## config.mk

```make
export PLATFORM = sky130hd
export DESIGN_NAME = wb_host_initiator
export DESIGN_NICKNAME = d
export VERILOG_FILES = /design/src/rtl/wb_host_initiator.sv
export SDC_FILE = /design/constraint.sdc
export NUM_CORES = 1
export LEC_CHECK = 0
export ABC_AREA = 1
export CORE_MARGIN = 2
export CORE_UTILIZATION = 42
export DETAILED_ROUTE_END_ITERATION = 6
export GPL_ROUTABILITY_DRIVEN = 0
export PLACE_DENSITY = 0.81
export SYNTH_ARGS = -nofsm -noshare
export SYNTH_HDL_FRONTEND = slang
export SYNTH_SLANG_ARGS = --single-unit
```

## constraint.sdc

```tcl
create_clock -name wb_clk_i -period 2 [get_ports wb_clk_i]
set_input_delay 0.4 -clock wb_clk_i [delete_from_list [all_inputs] [get_ports wb_clk_i]]
set_output_delay 0.4 -clock wb_clk_i [all_outputs]
set_load 0.1 [all_outputs]
```

## src/rtl/wb_host_initiator.sv

```systemverilog
// Wishbone classic single-transfer initiator: one command in, one bus cycle out, one response back.
// Optional macro WB_HOST_INITIATOR_ERR_EN adds a wbm_err_i input that terminates a cycle with an error.
module wb_host_initiator #(
    parameter int TIMEOUT_CYCLES = 255,
    parameter int TO_W           = 8
) (
    input  logic        wb_clk_i,
    input  logic        wb_rst_ni,
    input  logic        cmd_valid_i,
    output logic        cmd_ready_o,
    input  logic        cmd_we_i,
    input  logic [31:0] cmd_adr_i,
    input  logic [31:0] cmd_dat_i,
    input  logic [3:0]  cmd_sel_i,
    output logic        rsp_valid_o,
    input  logic        rsp_ready_i,
    output logic [31:0] rsp_dat_o,
    output logic        rsp_err_o,
    output logic        wbm_cyc_o,
    output logic        wbm_stb_o,
    output logic        wbm_we_o,
    output logic [31:0] wbm_adr_o,
    output logic [31:0] wbm_dat_o,
    output logic [3:0]  wbm_sel_o,
    input  logic [31:0] wbm_dat_i,
`ifdef WB_HOST_INITIATOR_ERR_EN
    input  logic        wbm_err_i,
`endif
    input  logic        wbm_ack_i
);

    typedef enum logic [1:0] {
        IDLE = 2'd0,
        BUS  = 2'd1,
        RESP = 2'd2
    } state_t;

    // Terminal count: the cycle is abandoned once the counter has reached this value.
    localparam logic [TO_W-1:0] TO_LAST =
        (TIMEOUT_CYCLES == 0) ? '0 : TO_W'(TIMEOUT_CYCLES - 1);

    state_t          state, state_next;
    logic [TO_W-1:0] to_cnt, to_cnt_next;

    logic            cmd_ready_next;
    logic            cyc_next;
    logic            stb_next;
    logic            we_next;
    logic [31:0]     adr_next;
    logic [31:0]     dat_next;
    logic [3:0]      sel_next;
    logic            rsp_valid_next;
    logic [31:0]     rsp_dat_next;
    logic            rsp_err_next;

    logic            bus_err;
    logic            timeout_hit;

`ifdef WB_HOST_INITIATOR_ERR_EN
    assign bus_err = wbm_err_i;
`else
    assign bus_err = 1'b0;
`endif

    assign timeout_hit = (TIMEOUT_CYCLES != 0) && (to_cnt == TO_LAST);

    always_ff @(posedge wb_clk_i or negedge wb_rst_ni) begin
        if (!wb_rst_ni) begin
            state       <= IDLE;
            to_cnt      <= '0;
            cmd_ready_o <= 1'b0;
            wbm_cyc_o   <= 1'b0;
            wbm_stb_o   <= 1'b0;
            wbm_we_o    <= 1'b0;
            wbm_adr_o   <= '0;
            wbm_dat_o   <= '0;
            wbm_sel_o   <= '0;
            rsp_valid_o <= 1'b0;
            rsp_dat_o   <= '0;
            rsp_err_o   <= 1'b0;
        end else begin
            state       <= state_next;
            to_cnt      <= to_cnt_next;
            cmd_ready_o <= cmd_ready_next;
            wbm_cyc_o   <= cyc_next;
            wbm_stb_o   <= stb_next;
            wbm_we_o    <= we_next;
            wbm_adr_o   <= adr_next;
            wbm_dat_o   <= dat_next;
            wbm_sel_o   <= sel_next;
            rsp_valid_o <= rsp_valid_next;
            rsp_dat_o   <= rsp_dat_next;
            rsp_err_o   <= rsp_err_next;
        end
    end

    // Every output is registered, so this block computes the value each one takes after the next edge.
    always_comb begin
        state_next     = state;
        to_cnt_next    = to_cnt;
        cmd_ready_next = 1'b0;
        cyc_next       = wbm_cyc_o;
        stb_next       = wbm_stb_o;
        we_next        = wbm_we_o;
        adr_next       = wbm_adr_o;
        dat_next       = wbm_dat_o;
        sel_next       = wbm_sel_o;
        rsp_valid_next = rsp_valid_o;
        rsp_dat_next   = rsp_dat_o;
        rsp_err_next   = rsp_err_o;

        case (state)
            IDLE: begin
                cmd_ready_next = 1'b1;
                if (cmd_valid_i && cmd_ready_o) begin
                    we_next        = cmd_we_i;
                    adr_next       = cmd_adr_i;
                    dat_next       = cmd_dat_i;
                    sel_next       = cmd_sel_i;
                    cyc_next       = 1'b1;
                    stb_next       = 1'b1;
                    to_cnt_next    = '0;
                    cmd_ready_next = 1'b0;
                    state_next     = BUS;
                end
            end

            // ERR beats ACK beats timeout when they land on the same edge.
            BUS: begin
                if (bus_err || wbm_ack_i || timeout_hit) begin
                    cyc_next       = 1'b0;
                    stb_next       = 1'b0;
                    rsp_valid_next = 1'b1;
                    state_next     = RESP;
                    if (!bus_err && wbm_ack_i) begin
                        rsp_err_next = 1'b0;
                        rsp_dat_next = wbm_we_o ? 32'd0 : wbm_dat_i;
                    end else begin
                        rsp_err_next = 1'b1;
                        rsp_dat_next = 32'd0;
                    end
                end else if (to_cnt != '1) begin
                    to_cnt_next = to_cnt + 1'b1;
                end
            end

            // cmd_ready only rises after the handshake edge, forcing one idle bus cycle.
            RESP: begin
                if (rsp_ready_i) begin
                    rsp_valid_next = 1'b0;
                    cmd_ready_next = 1'b1;
                    state_next     = IDLE;
                end
            end

            default: begin
                state_next = IDLE;
            end
        endcase
    end

endmodule
```

# Yosys cells after proc, flatten, opt, wreduce, memory -nomap -nowiden
# Cells that the tools add are included.
[word_totals]
regBits = 115
input_bits = 106
output_inout_bits = 106
wordCells = 52
[classes]
addsub = 1
n_eq_ne = 9
muxes = 20
n_reduce_logical = 11
[op_table]
columns = ["operator", "n"]
rows = [
  ["2-to-1 mux 32 bit", 2],
  ["2-to-1 mux 8 bit", 3],
  ["case mux 8 bit (2 select lines)", 1],
  ["!= test 2 bit, second input constant", 5],
  ["AND reduction 3 bit", 3],
  ["adder 8 x 1 -> 8 bit, second input constant", 1],
  ["== test 8 bit, second input constant", 1],
  ["!= test 8 bit, second input constant", 1],
  ["2-to-1 mux 1 bit", 7],
  ["2-to-1 mux 2 bit", 3],
  ["case mux 1 bit (2 select lines)", 3],
  ["case mux 2 bit (3 select lines)", 1],
  ["AND reduction 2 bit", 2],
  ["AND reduction 4 bit", 1],
  ["nonzero test 2 bit", 2],
  ["== test 2 x 1 -> 1 bit, second input constant", 1],
  ["== test 2 bit, second input constant", 1],
  ["logical NOT 2 bit", 1],
  ["logical AND 1 bit", 1],
  ["logical OR 1 bit", 1],
]

# Logic depth before layout (Yosys ltp)
# Gate-level depths: netlist of the first run.
[depth]
depth_word = 4
ltp_mapped = 11
depth_no_buf = 10

# Worst setup path after synthesis of the first run
# Ideal clock, no wire load.
[synth_path]
path_type = "register to register"
startpoint = "register cmd_ready_o"
endpoint = "register to_cnt[3]"
setup_time_ps = 127
arrival_time_ps = 1695
required_time_ps = 1873
setup_slack_ps = 178
path_stages_with_launch = 7
cell_sequence = "dfrtp_1 nand3_4 nand2_1 nand2_2 buf_6 nand2_1 o21ai_0"
[synth_via]
elab_chain_cells = 3
[synth_rtl]
columns = ["element", "line_no", "rtl"]
rows = [
  ["start: declaration", "10", "output logic cmd_ready_o,"],
  ["start signal: assignment", "84", "cmd_ready_o <= cmd_ready_next;"],
  ["logical AND 1 bit", "115", "if (cmd_valid_i && cmd_ready_o) begin"],
  ["!= test 2 bit (no line)", "-", ""],
  ["AND reduction 4 bit (no line)", "-", ""],
  ["end signal: assignment", "83", "to_cnt <= to_cnt_next;"],
  ["end: declaration", "43", "logic [TO_W-1:0] to_cnt, to_cnt_next;"],
]
# No other way between the ends.
# A chain may end at the register's enable or synchronous reset.

# Worst setup path after layout of the first run
[layout_path]
startpoint = "register wbm_we_o"
endpoint = "output wbm_we_o"
[layout_lines]
columns = ["element", "line_no", "rtl"]
rows = [
  ["start: declaration", "21", "output logic wbm_we_o,"],
  ["start signal: assignment", "87", "wbm_we_o <= we_next;"],
]
# No word-level cell between the ends.

==> flow_metrics.py, run 1 <==
metrics = {
    "min_path": {
        "hp-class": "in -> reg",
    },
    "global_routing": {
        "grt.total_usage": 0.192,
        "overflow": 0,
        "grt_pass1_vias": 3680,
        "grt_pass1_wl_um": 17500,
        "antenna_found_initial": 0,
        "grt_max_degree": 47,
    },
    "run": {
        "cap_violations": 0,
    },
    "sta": {
        "min_period_ps": 1590,
        "max_freq_mhz": 630,
        "slew_headroom": 0.600,
        "fin_setup_tns_ps": 0,
        "slew_violations": 0,
        "worst_pin_slew_ps": 600,
        "setup_viol": 0,
        "hold_viol": 0,
        "grt_setup_unrepaired": "false",
        "finClkSkew_ps": 13.0,
        "min_period_over_period": 0.794,
    },
    "outcome": {
        "status": "finished, final reports clean",
    },
    "finish": {
        "synthToLayoutAreaGrowth_pct": 55.6,
        "nets": 706,
        "mostFrequentLayoutCells": "dfrtp_1, buf_4, clkdlybuf4s50_1",
        "final_layout_size_suffix_gt1_frac": 0.377,
        "final_cell_area_sq_um": 7230,
        "fillers": 824,
        "layout_commonest_cell": "dfrtp_1",
        "n_antenna_cell": 0,
    },
    "drt": {
        "via_per_inst": 4.80,
        "drc": 0,
        "vias": 3603,
        "drtIter0Drc": 137,
        "drt_pass1_iterations": 4,
        "postRouteAntennaNets": 0,
        "wl_per_cell_um": 15.3,
        "wl_um": 11500,
    },
    "floorplanning": {
        "fp.dieH_um": 109,
        "fp-row-count": 38,
        "fp.dieW_um": 109,
        "coreArea_sq_um": 10800,
        "ioPinCount": 212,
        "dieArea_sq_um": 11900,
        "start_util": 0.429,
    },
    "clock_network": {
        "ctsResizeCount": 0,
        "numCtsBuffers": 17,
        "cts.sinks": 115,
        "cts_tree": "done",
        "ctsHoldBuffers": 1,
        "clk_latency_ps": 500,
        "clkTransAtPathRegs_ps": 60,
        "post-cts-setup-buffers": 0,
        "cts_root_buf": "clkbuf_8",
        "cts_buffer_depth": 2,
        "htree_num_levels": 4,
    },
    "synthesis": {
        "synthCells": 377,
        "ys_warn_count": 0,
        "syn_nets": 485,
        "ys_types": 27,
        "avgSynthCellArea_sq_um": 12.3,
        "ys_async_sr_fraction": 1.00,
        "synth_edf_count": 0,
        "synth_ff_type": "dfrtp_1",
        "synth-seq-cells": 115,
        "synth_area_sq_um": 4650,
        "ys_seq_area_frac": 0.619,
    },
    "worst_setup_path": {
        "worst_setup_path_start_kind": "flop",
        "path_class": "reg -> out",
        "cpMaxStageDelayCell": "dfrtp_1",
        "path_delay_family": "flip-flops",
        "cp_num_buf_inv": 1,
        "arrival_ps": 1190,
        "crit_required_ps": 1600,
        "worst_path_largest_cell_delay_ps": 380,
        "path_cells": "buf_4",
        "crit_fanout": 3,
        "end_kind": "output pin",
    },
    "placement": {
        "dpl_cell_area_sq_um": 6660,
        "numPortBuffers": 211,
        "dp_hpwl_um": 8390,
    },
}
==> registers in the layout, indices dropped and copies added, names as in the netlist <==
| signal | flops |
|---|---|
| state | 2 |
| cmd_ready_o | 1 |
| rsp_dat_o | 32 |
| wbm_sel_o | 4 |
| to_cnt | 8 |
| wbm_we_o | 1 |
| rsp_err_o | 1 |
| wbm_stb_o | 1 |
| rsp_valid_o | 1 |
| wbm_adr_o | 32 |
| wbm_dat_o | 32 |
==> cell families (layout without fill, tap and decap cells) <==
logic type / count (synthesis) / after routing / share of synthesized area
AND/OR/NAND/NOR: 113 / 113 / 0.106
AO/OA/AOI/OAI: 47 / 47 / 0.0555
buffers and inverters: 29 / 262 / 0.0431
multiplexers: 69 / 69 / 0.167
XOR/XNOR: 2 / 2 / 0.00377
adder cells (fa/ha/maj): 2 / 2 / 0.00538
flip-flops: 115 / 115 / 0.619
==> area by class of cell <==
cell class / count / area [sq um] / area share
inverter: 10 / 37.5 / 0.00519
tap: 140 / 175 / 0.0242
clock inverter: 9 / 106 / 0.0147
multi-input combinational: 233 / 1570 / 0.217
clock buffer: 22 / 453 / 0.0626
sequential: 115 / 2880 / 0.398
timing repair buffer: 221 / 2010 / 0.278
==> final timing paths <==
| path | endpoint | slack [ps] | from | depth (start not counted) |
|---|---|---|---|---|
| min | rsp_dat_o[25] | 450 | wbm_dat_i[25] | 3 |
| min in group asynchronous | rsp_dat_o[12] | 460 | wb_rst_ni | 2 |
| max | wbm_we_o | 410 | wbm_we_o | 1 |
| max in group asynchronous | rsp_dat_o[21] | 910 | wb_rst_ni | 3 |
| max reg2reg | rsp_dat_o[23] | 490 | to_cnt[0] | 10 |
| min reg2reg | rsp_dat_o[28] | 490 | rsp_dat_o[28] | 2 |
==> synth_stat cells (2+ instances only) <==
library cell,count,share of area
buf_2,4,0.0043
or2_2,2,0.0027
clkbuf_1,3,0.0024
nand3_1,6,0.0065
ha_1,2,0.0054
nor2_2,2,0.0027
nor2_1,7,0.0057
nand2_2,3,0.0040
o21ai_2,5,0.0094
nand2_1,87,0.070
o21ai_1,22,0.024
nand2_4,2,0.0048
o21ai_0,17,0.018
buf_6,11,0.027
inv_1,10,0.0081
dfrtp_1,115,0.62
mux2_2,69,0.17
==> routing by layer <==
metal  track usage  wire length (um)
met3        0.0598               785
met1         0.207              4360
met4        0.0769               245
met2         0.348              6110
met5             0                 0
==> through the flow <==
step	instances	setup slack (ps)	util	hold WS [ps]
global placement	718	246	0.614	446
detailed placement	718	202	0.614	445
CTS	750	368	0.667	433
finish	750	412	0.667	453
global route	750	344	0.667	444
floorplan	377	178	-	104
Power of run 1 is left out: the tool's default activity adds up to more than one toggle a clock period on the data nets, which glitch-free logic cannot reach.
==> inputs of run 2 (changes only) <==
- CORE_UTILIZATION: 42 -> 38
- PLACE_DENSITY: 0.81 -> 0.77
- clock period: 2 -> 1.3 ns (I/O delays scaled with it)
==> run 2 against run 1 <==
The run now ends with setup timing left. Core utilization rose by 15 points. Cell count rose by 7.7%. Via count rose by 18%.
==> flow_metrics.py, run 2 (synthesis gave the netlist of run 1 again) <==
metrics = {
    "clock_network": {
        "clkTransAtPathRegs_ps": 60,
        "cts_buffer_depth": 2,
        "clk_latency_ps": 410,
        "cts.sinks": 115,
        "htree_num_levels": 4,
        "cts_root_buf": "clkbuf_16",
        "cts_tree": "done",
        "numCtsBuffers": 17,
    },
    "global_routing": {
        "grt-busiest-layer": "met2",
        "grt_pass1_vias": 4192,
        "grtUsageMet2": 0.424,
        "overflow": 0,
        "grt.met3_usage": 0.0582,
        "grt.total_usage": 0.232,
        "grt_pass1_wl_um": 22900,
        "grt_max_degree": 34,
        "grt_use_met1": 0.248,
        "antenna_found_initial": 0,
    },
    "floorplanning": {
        "ioPinCount": 212,
        "fp-row-count": 40,
        "fp.dieH_um": 115,
        "coreArea_sq_um": 12000,
        "start_util": 0.388,
        "fp.dieW_um": 115,
        "dieArea_sq_um": 13100,
    },
    "drt": {
        "drtIter0Drc": 353,
        "wl_um": 18900,
        "wl_per_cell_um": 23.4,
        "vias": 4259,
        "drc": 0,
        "drt_pass1_iterations": 4,
        "postRouteAntennaNets": 0,
        "via_per_inst": 5.27,
    },
    "finish": {
        "mostFrequentLayoutCells": "buf_12, clkdlybuf4s50_1, dfrtp_1",
        "synthToLayoutAreaGrowth_pct": 110,
        "final_cell_area_sq_um": 9770,
        "n_antenna_cell": 0,
        "final_layout_size_suffix_gt1_frac": 0.576,
        "layout_commonest_cell": "buf_12",
        "top_regs": "rsp_dat_o: 32 flops, wbm_adr_o: 32 flops, wbm_dat_o: 32 flops",
        "nets": 758,
    },
    "sta": {
        "setup_ws_ps": -269,
        "finClkSkew_ps": 9.98,
        "fin_setup_tns_ps": -18650,
        "setup_viol": 125,
        "worst_pin_slew_ps": 423,
        "min_period_ps": 1570,
        "min_period_over_period": 1.21,
        "slew_headroom": 0.718,
        "max_freq_mhz": 637,
        "slew_violations": 0,
        "grt_setup_unrepaired": "true",
        "hold_viol": 0,
    },
    "worst_setup_path": {
        "path_cells": "ha_4, inv_2, nor2_2, nand2_2, nand2_8, buf_6, nor2_4, nand2_4, o21ai_1",
        "end_kind": "flop",
        "cpMaxStageDelayCell": "dfrtp_2",
        "worst_setup_path_start_kind": "flop",
        "path_class": "reg -> reg",
        "crit_required_ps": 1620,
        "crit_fanout": 5,
        "arrival_ps": 1890,
        "worst_path_largest_cell_delay_ps": 450,
    },
    "placement": {
        "dpl_cell_area_sq_um": 8130,
        "dp_hpwl_um": 9840,
        "numPortBuffers": 211,
    },
    "min_path": {
        "hp-class": "in -> async",
    },
    "outcome": {
        "status": "finished with violations",
        "violations": "setup timing",
    },
    "run": {
        "cap_violations": 0,
    },
}
run 2: cell types whose count changed in the layout (fill, tap and decap cells not counted), sizes merged, moves of 2 or more:
cell / previous run / this run
nand2: 92 / 95
clkbuf: 22 / 25
bufinv: 2 / 4
buf: 116 / 158
clkinvlp: 3 / 1
bufbuf: 0 / 2
run 2: repair_timing:
| action | in CTS | in global routing |
|---|---|---|
| endpoints found under the hold margin | 22 | 0 |
| pin swaps | 2 | 13 |
| gates cloned | 6 | 10 |
| setup buffers | 6 | 17 |
| hold buffers | 1 | 0 |
| gates resized for setup | 33 | 127 |
| endpoints found under the setup margin | 114 | 124 |
run 2: cell type report:
type / count / area [sq um]
timing repair buffer: 270 / 3980
tap: 147 / 184
clock inverter: 10 / 156
inverter: 10 / 37.5
fill: 517 / 2190
multi-input combinational: 236 / 2030
clock buffer: 20 / 467
sequential: 115 / 2910
run 2: path summary, 6_finish.rpt:
kind	to	slack, ps	depth (start not counted)	start
max in group asynchronous	rsp_dat_o[9]	360	3	wb_rst_ni
max	to_cnt[5]	-270	9	to_cnt[1]
min in group wb_clk_i	rsp_dat_o[29]	410	3	wbm_dat_i[29]
max reg2reg	to_cnt[5]	-270	9	to_cnt[1]
min reg2reg	rsp_dat_o[3]	540	2	rsp_dat_o[3]
min	rsp_dat_o[16]	350	2	wb_rst_ni
run 2: worst max-delay path: cells and delay by family, from the launching register on:
family	cells	cell delay [ps]
buffers and inverters	2	190
AND/OR/NAND/NOR	5	490
AO/OA/AOI/OAI	1	170
flip-flops	1	450
adder cells (fa/ha/maj)	1	180
run 2: per-stage QoR:
| stage | hold slack [ps] | setup WS, ps | util | cells |
|---|---|---|---|---|
| final | 350 | -269 | 0.817 | 808 |
| after global routing | 399 | -328 | 0.817 | 808 |
| after detailed placement | 215 | -393 | 0.679 | 740 |
| after global placement | 212 | -338 | 0.679 | 740 |
| after CTS | 353 | -161 | 0.758 | 783 |
| after floorplan | -35.6 | -125 | - | 377 |
run 2: layer usage:
metal	wire (um)	part of all wire	up-vias
met1	6610	0.35	2169
met3	1060	0.056	68
met4	978	0.052	0
met5	0	0	-
li1	-	-	1805
met2	10200	0.54	217
Power of run 2 is left out for the same reason.
